File: src/rtl/block_averager.sv
// Averages blocks of 2^LOG2_N unsigned 32-bit samples and tracks the block maximum.
// Receives and sends over active-low dav_ / active-high rfd four-phase handshakes; all outputs registered.
module block_averager #(
  parameter int LOG2_N = 2
) (
  input  logic        clock,
  input  logic        reset,
  input  logic        dav_in_,
  input  logic [31:0] d_in,
  output logic        rfd_out,
  output logic        dav_out_,
  input  logic        rfd_in,
  output logic [31:0] avg,
  output logic [31:0] max
);

  localparam int N  = 1 << LOG2_N;
  localparam int SW = 32 + LOG2_N;
  localparam int CW = LOG2_N + 1;

  typedef enum logic [2:0] {
    R0 = 3'd0,
    R1 = 3'd1,
    P1 = 3'd2,
    P2 = 3'd3
  } state_e;

  state_e        star_q;
  logic [SW-1:0] sum_q,  sum_d;
  logic [31:0]   maxr_q, maxr_d;
  logic [CW-1:0] cnt_q,  cnt_d;
  logic          rfd_q;
  logic          dav_q;
  logic [31:0]   avg_q;
  logic [31:0]   max_q;

  always_comb begin
    sum_d  = sum_q + SW'(d_in);
    maxr_d = (d_in > maxr_q) ? d_in : maxr_q;
    cnt_d  = cnt_q + CW'(1);
  end

  always_ff @(posedge clock or posedge reset) begin
    if (reset) begin
      star_q <= R0;
      sum_q  <= '0;
      maxr_q <= '0;
      cnt_q  <= '0;
      rfd_q  <= 1'b1;
      dav_q  <= 1'b1;
      avg_q  <= '0;
      max_q  <= '0;
    end else begin
      case (star_q)
        R0: begin
          if (!dav_in_) begin
            sum_q  <= sum_d;
            maxr_q <= maxr_d;
            cnt_q  <= cnt_d;
            rfd_q  <= 1'b0;
            star_q <= R1;
          end
        end
        R1: begin
          // Wait for upstream to release so a long dav_in_ pulse counts once.
          if (dav_in_) begin
            if (cnt_q == CW'(N)) begin
              avg_q  <= sum_q[SW-1:LOG2_N];
              max_q  <= maxr_q;
              sum_q  <= '0;
              maxr_q <= '0;
              cnt_q  <= '0;
              dav_q  <= 1'b0;
              star_q <= P1;
            end else begin
              rfd_q  <= 1'b1;
              star_q <= R0;
            end
          end
        end
        P1: begin
          if (!rfd_in) begin
            dav_q  <= 1'b1;
            star_q <= P2;
          end
        end
        P2: begin
          if (rfd_in) begin
            rfd_q  <= 1'b1;
            star_q <= R0;
          end
        end
        default: begin
          star_q <= R0;
          sum_q  <= '0;
          maxr_q <= '0;
          cnt_q  <= '0;
          rfd_q  <= 1'b1;
          dav_q  <= 1'b1;
          avg_q  <= '0;
          max_q  <= '0;
        end
      endcase
    end
  end

  assign rfd_out  = rfd_q;
  assign dav_out_ = dav_q;
  assign avg      = avg_q;
  assign max      = max_q;

endmodule

File: config.mk
export PLATFORM = sky130hd
export DESIGN_NAME = block_averager
export DESIGN_NICKNAME = d
export VERILOG_FILES = /design/src/rtl/block_averager.sv
export SDC_FILE = /design/constraint.sdc
export NUM_CORES = 1
export LEC_CHECK = 0
export CAP_MARGIN = 20
export CORE_MARGIN = 2
export CORE_UTILIZATION = 40
export CTS_CLUSTER_SIZE = 10
export DETAILED_ROUTE_END_ITERATION = 8
export GPL_TIMING_DRIVEN = 0
export MAX_ROUTING_LAYER = met4
export PLACE_DENSITY = 0.64
export SLEW_MARGIN = 20
export SYNTH_ARGS = -nofsm -noshare
export SYNTH_HDL_FRONTEND = slang
export SYNTH_SLANG_ARGS = --single-unit
File: constraint.sdc
create_clock -name clock -period 6.15 [get_ports clock]
set_clock_uncertainty 0.05 [all_clocks]
set_input_delay 1.5375 -clock clock [delete_from_list [all_inputs] [get_ports clock]]
set_output_delay 1.5375 -clock clock [all_outputs]
set_load 0.1 [all_outputs]
Yosys cells after proc, flatten, opt, wreduce, memory -nomap -nowiden
Index checks and enable logic that the tools add are counted.

storage, ports and cells
  register bits after elaboration = 138
  input bits = 36
  output and inout port bits = 66
  word-level logic and storage cells = 70

cells by class
  $add $sub $neg = 2
  order comparisons = 1
  equality and inequality tests = 11
  multiplexer cells = 34
  bitwise gates (word level) = 4
  reduce and logical (&&, ||, !) cells = 10

operators by type and width
  kind                 count
  $mux 32              8
  $pmux 32 s2          2
  $mux 34              3
  $pmux 34 s3          1
  $pmux 32 s3          1
  $add 34x32->34       1
  $gt 32x32->1         1
  $mux 3               7
  $ne 2x2->1 const B   7
  $pmux 3 s4           1
  $reduce_and 4->1     3
  $reduce_and 5->1     2
  $pmux 3 s3           1
  $mux 1               7
  $eq 3x2->1 const B   2
  $not 1->1            4
  $pmux 1 s4           1
  $reduce_or 2->1      2
  $add 3x1->3 const B  1
  $eq 3x1->1 const B   1
  $eq 3x3->1 const B   1
  $logic_not 3->1      1
  $pmux 1 s3           1
  $reduce_and 3->1     1
  other kinds (2)      2

Logic depth before layout (Yosys ltp)
Gate-level depths: netlist of run 1.

  word-level depth = 4
  mapped depth = 11
  gate-level depth less buffers = 11

Worst setup path after synthesis of run 1
OpenSTA, ideal clock, no wires.

  path type = input-to-reg
  start point = in d_in[0]
  end point = reg sum_q[32]
  setup time = 76 ps
  arrival time = 3466 ps
  required time = 6024 ps
  path slack = 2558 ps
  cell stages on the path = 11
  buffers on the path = 0
  cells stage by stage = ha_1 > inv_1 > fa_1 > nand2b_1 > a21oi_1 > o21ai_2 > a21oi_4 > a31oi_2 > o21a_1 > or3_1 > o21ai_1

on the way
  longest elaborated chain between the ends = 3

ends and longest elaborated chain
  element                 RTL line  RTL
  start: declaration      9         input logic [31:0] d_in,
  $add 34x32->34          38        sum_d = sum_q + SW'(d_in);
  $mux 34                 56        if (!dav_in_) begin
  $pmux 34 s3             54        case (star_q)
  end signal: assignment  57        sum_q <= sum_d;
  end: declaration        29        logic [SW-1:0] sum_q, sum_d;

No other way between the ends. The select of a mux whose other input is x is not followed.
A chain may end at the register's enable or synchronous reset.

Worst setup path in the final report of run 1
  start point = in d_in[16]
  end point = reg sum_q[29]

Same word-level chain as after synthesis.

==> results of run 1 <==
==> cell type report <==
cell class,instances,area [um^2]
Fill cell,1927,9982
Multi-Input combinational cell,667,4270
Sequential cell,137,3431
Timing Repair Buffer,102,1039
Clock buffer,19,432.9
Tap cell,270,337.8
Inverter,51,198.9
Buffer,46,196.4
Clock inverter,12,151.4
==> stage by stage <==
stage	util, %	cell area, um^2	hold WS (ns)	power [mW]	cells
floorplan	-	8089	0.3928	4.047	901
global placement	47.10	9438	0.4066	4.942	1272
detailed placement	47.27	9473	0.4203	4.973	1273
CTS	50.19	10060	0.4339	6.034	1304
global route	50.19	10060	0.4466	6.391	1304
finish	50.19	10060	0.4219	6.012	1304
==> worst max path at each step <==
stage	end	depth (start not counted)	slack, ns	start
after CTS	maxr_q[2]	10	2.03	d_in[31]
after global placement	avg[19]	2	-1.20	reset
after global routing	sum_q[29]	11	1.71	d_in[16]
after floorplan	avg[0]	1	0.90	reset
final	sum_q[29]	11	2.01	d_in[16]
after detailed placement	maxr_q[2]	10	1.61	d_in[31]
==> layer usage <==
metal / vias up / track usage [%] / wire length, um
met4: 0 / 7.282 / 445
met1: 3336 / 30.35 / 10810
met5: - / - / 0
met2: 157 / 33.14 / 9896
li1: 3409 / - / -
met3: 30 / 3.313 / 1039
==> cell families after synthesis <==
group,share of synthesized area [%]
simple gates,15.19
compound gates,21.08
fa+ha+maj,11.23
buf+inv,4.795
xor+xnor,3.032
mux,2.258
flops,42.41
==> worst register-to-register path, cell delays in order (launching register included) <==
cell and delay (ns):
dfrtp_1 0.41, inv_1 0.11, ha_1 0.27, nand2_1 0.07, nand2_1 0.08, clkbuf_1 0.65
clkbuf_1 0.63, clkbuf_1 0.44, nand2_1 0.10, o21ai_0 0.09
==> cells in the final DEF (no fill, tap or decap), drive strengths merged, types with 3 or more instances in the layout <==
master and n:
xnor2 15, a2111oi 3, o31ai 6, a21oi 50
nor3 7, a32o 20, o211ai 4, ha 71
xor2 13, a21o 21, or3 3, clkbuf 56
clkinv 6, mux2i 16, o21bai 3, nand3 15
nor2b 7, o22ai 14, buf 10, o21a 4
nand2 200, nand2b 6, nand4 14, dfrtp 135
nor2 21, a31oi 6, o21ai 118, inv 52
o221ai 3, clkdlybuf4s50 101, a211oi 4, bufinv 3
==> flip-flops by register name, summed over array words and instances (netlist names) <==
register / flops
sum_q: 34
rfd_out: 1
star_q: 2
dav_out_: 1
avg: 32
max: 32
cnt_q: 3
maxr_q: 32
==> power by group <==
group          internal (mW)  switching, mW  total (mW)
Clock                  0.634          0.405        1.04
Combinational          0.970           2.55        3.52
Sequential              1.22          0.226        1.45
==> metrics.txt, run 1 <==
Via Count=6,932; Final min period=about 4.1 ns; cts bufs inserted=17; CTS-repair resized insts=0; Worst Path Buf+Inv=2; GRT Total Usage=between 20% and 30%; CTS tree=yes; unrepaired setup endpoints after global routing=no; Final nets=between 1,000 and 1,500; Leak=approximately 4.3 nW; first-pass GRT wire length=35,790 um; Max-slew headroom=about 34%; Worst EP required=between 6 and 7 ns; antenna violations before repair=0; WS Path Type=input port to flop; synth cell count leaders=nand2_1 (198), dfrtp_1 (135), o21ai_0 (111); final antenna-violating net count=0; synth warn=0; Post-synth EDFFs=0; Setup Viol. Count Final=0; layout cells sized above 1=5.803%; #FFs+latches synth=137; R2R depth=9; Worst R2R Start=star_q[1]; Worst-Margin Slew=0.9916 ns; Synth top area share=around two fifths; Placer Congestion=about 0.95; total grt overflow=0; post-CTS setup buffer count=0; Layout area overhead=24.33%; IO Pins=102; post-synthesis cell type count=60; max-cap violations=0; Post-DP HPWL=between 15,000 and 20,000 um; crit-path most repeated cell=a21oi_1; DR iter-0 viols=slightly below 500; final setup margin=2.015 ns; Max clock buf depth=2; post-synth top area cell=dfrtp_1; clock root cell=clkbuf_16; Worst Hold Class=flop to flop; DR vias/cell=approximately 5.3; f_max=241.8 MHz; Final Cycle Share=67.24%; highest-delay cell along the critical path=clkdlybuf4s50_1; Most used DFF post-synth=dfrtp_1; CP peak stage delay=just over 0.6 ns; most common cell in the netlist=nand2_1; number of H-tree levels=4; vias in the first global route=about 6,800; WHS Path Cells=2; worst reg2reg setup slack=~3.2 ns; Max Slew Vio Count=0; CP Capture Type=flop; Mapped Nets=~1,000; starting density of the core=about 40%; main area contributors after synthesis=dfrtp_1 (42%), ha_1 (11%), nand2_1 (9.2%); mapped cell area=8089 um^2; sequential area share after synthesis=a little over two fifths; Detailed Route WL=22,190 um; total core area=20,040 um^2; largest net degree at the start of global routing=73; Reg clk slew, reported paths=about 0.060 ns; kind of cell adding the most delay to the critical path=compound AO/OA/AOI/OAI gates; Post-Syn Area per Cell=between 8 and 9 um^2; antenna fix cells=0; DRC errors left=0; Die H=around 150 um; Hold EP=max[21]; end of the worst register-to-register path=max[2]; die width=between 100 and 150 um; pwr dens=~600 nW/um^2; run status=complete, no violations; beginning of the worst hold path=max[21]; clock latency on the worst-skew pair=about 0.43 ns; Routed WL per cell=17.02 um; I/O Buffers=approximately 100; crit path max fanout=9; WP data arrival=approximately 4.4 ns; cell chain of the critical path=clkdlybuf4s50_1 > ha_1 > buf_2 > a21oi_1 > o21ai_0 > nor4_1 > a21oi_1 > o21ai_1 > a211oi_1 > or3_1 > a32o_1; Final Hold Violating Endpoints=0; TNS Setup=0 ns; Syn Inst Count=901; # hold bufs at CTS=0; CTS sink cnt=around 140; crit path launch type=input port; DR pass1 iterations=5; Rows=52; asr flop ratio synth=between 90% and 100%; Placement Setup Slack=about 1.6 ns; worst-case vdd ir drop=between 300 and 400 uV; die area=about 21,000 um^2
No activity file was read; power rests on OpenSTA's default activity.
==> inputs of run 2 (changes only) <==
--- a/config.mk
+++ b/config.mk
@@ -12,7 +12,7 @@
 export DETAILED_ROUTE_END_ITERATION = 8
 export GPL_TIMING_DRIVEN = 0
 export MAX_ROUTING_LAYER = met4
-export PLACE_DENSITY = 0.64
+export PLACE_DENSITY = 0.66
 export SLEW_MARGIN = 20
 export SYNTH_ARGS = -nofsm -noshare
 export SYNTH_HDL_FRONTEND = slang
==> constraint.sdc (replaced) <==
create_clock -name clock -period 3.4 [get_ports clock]
set_clock_uncertainty 0.05 [all_clocks]
set_input_delay 0.85 -clock clock [delete_from_list [all_inputs] [get_ports clock]]
set_output_delay 0.85 -clock clock [all_outputs]
set_load 0.1 [all_outputs]
==> metrics.txt, run 2 (same netlist as run 1, synthesis figures left out) <==
final antenna-violating net count=0 (unchanged); Final min period=about 3.3 ns; Detailed Route WL=22,460 um (+1.2%); die width=146.2 um (unchanged); run status=complete, no violations; Max-slew headroom=33.47% (-0.22 points); total core area=20,040 um^2 (unchanged); clock root cell=clkbuf_16; largest net degree at the start of global routing=32 (-56%); layout cells sized above 1=7.582% (+1.8 points); Final nets=1,137 (+0.62%); Final Cycle Share=between 90 and 100%; Worst EP required=3.71 ns (-2.71 ns); number of H-tree levels=4 (unchanged); Placement Setup Slack=-0.4968 ns (-2.102 ns); Worst-Margin Slew=0.9948 ns (+0.003226 ns); crit path launch type=input port; pwr dens=1076 nW/um^2 (+80%); first-pass GRT wire length=36,790 um (+2.8%); total grt overflow=0 (unchanged); max FFs per register=34 (unchanged); Routed WL per cell=17.12 um (+0.59%); worst reg2reg setup slack=0.49 ns (-2.66 ns); worst-case vdd ir drop=917.5 uV (+170%); hold slack=0.4250 ns (+0.003042 ns); leading cell type in the layout, fill and taps excluded=nand2_1; clock latency on the worst-skew pair=0.43 ns (about the same); DR vias/cell=5.363 (+0.88%); antenna violations before repair=0 (unchanged); unrepaired setup endpoints after global routing=no; most frequent cells in the layout=nand2_1 (198), dfrtp_1 (135), o21ai_0 (110); I/O Buffers=101 (unchanged); area of the multi-input gates=4347 um^2 (+1.8%); WS Path Type=input port to flop; Max Slew Vio Count=0 (unchanged); Final Hold Violating Endpoints=0 (unchanged); vias in the first global route=7,043 (+3.3%); filler instances=1,915 (-0.62%); Seq. cell area=3431 um^2 (unchanged); CTS sink cnt=137 (unchanged); Post-DP HPWL=16,840 um (+1.6%); IO Pins=102 (unchanged); antenna fix cells=0 (unchanged); starting density of the core=40.37% (unchanged); die area=21,380 um^2 (unchanged); Placer Congestion=0.9708 (+1.7%); Die H=146.2 um (unchanged); WP data arrival=3.65 ns (-0.76 ns); Leak=4.466 nW (+4.0%); CTS tree=yes; DR iter-0 viols=486 (-0.82%); Max clock buf depth=2 (unchanged); final setup margin=0.06429 ns (-1.950 ns); Via Count=7,036 (+1.5%); Layout area overhead=26.85%; Reg clk slew, reported paths=0.06 ns (about the same); Rows=52 (unchanged); CP Capture Type=flop; Worst Hold Class=flop to flop; DR pass1 iterations=5 (unchanged); Reg with most FFs=sum_q; cts bufs inserted=17 (unchanged); Setup Viol. Count Final=0 (unchanged); DRC errors left=0 (unchanged); f_max=299.8 MHz; crit path max fanout=5 (-4); max-cap violations=0 (unchanged); GRT Total Usage=22.32% (+0.41 points)
run 2: cell types whose count changed in the layout (fill, tap and decap cells not counted), sizes merged:
cell           delta
clkinv            +1
clkbuf            -1
buf               +8
clkdlybuf4s50    -10
dlymetal6s2s     +10
run 2: worst paths after layout:
| kind | from | endpoint | cells past startpoint |
|---|---|---|---|
| max | d_in[0] | sum_q[32] | 12 |
| min | max[22] | max[22] | 2 |
| max reg2reg | star_q[0] | maxr_q[1] | 10 |
| min reg2reg | max[22] | max[22] | 2 |
| max in group asynchronous | reset | dav_out_ | 4 |
| min in group asynchronous | reset | max[4] | 2 |
run 2: cell type report:
class	instances	share of cell area, %
Buffer	45	1.878
Clock buffer	19	4.219
Clock inverter	13	1.671
Inverter	51	1.902
Multi-Input combinational cell	667	42.36
Sequential cell	137	33.43
Tap cell	270	3.292
Timing Repair Buffer	110	11.24
run 2: worst max-delay path: stages:
cell and delay (ns):
clkdlybuf4s50_1 0.56, ha_2 0.23, inv_1 0.06, fa_1 0.40, nand2b_1 0.20, a21oi_2 0.18
o21ai_2 0.14, a21oi_4 0.27, a31oi_4 0.15, o21a_1 0.23, or3_1 0.30, o21ai_1 0.08
run 2: where the power goes:
part	switching, mW	internal [mW]	leakage [nW]	total (mW)
registers	0.423	2.21	1.85	2.64
clock network	0.763	1.16	0.293	1.93
logic	4.66	1.82	2.33	6.47
total	5.84	5.19	4.47	11.0
run 2: timing repair:
| action | in CTS | in global routing |
|---|---|---|
| setup buffers | 0 | 5 |
| pin swaps | 0 | 3 |
| hold buffers | 0 | 0 |
| resized for setup | 2 | 23 |
| setup endpoints to repair | 2 | 28 |
| hold endpoints to repair | 0 | 0 |
run 2: through the flow:
stage / total power [mW] / area [um^2] / cells / setup TNS, ns / utilization [%]
after floorplan: 7.321 / 8093 / 901 / 0 / -
after global placement: 8.922 / 9442 / 1272 / -83.49 / 47.12
after detailed placement: 9.002 / 9522 / 1276 / -15.08 / 47.52
after CTS: 10.98 / 10140 / 1308 / 0 / 50.58
after global routing: 11.72 / 10260 / 1312 / 0 / 51.21
final: 11.04 / 10260 / 1312 / 0 / 51.21
run 2: per-layer routing:
layer	part of all wire [%]	wire, um	GRT usage (%)
met1	49	10970	30.90
met4	2.3	521	7.670
met3	5.1	1153	4.063
met5	0	0	-
met2	44	9817	33.11
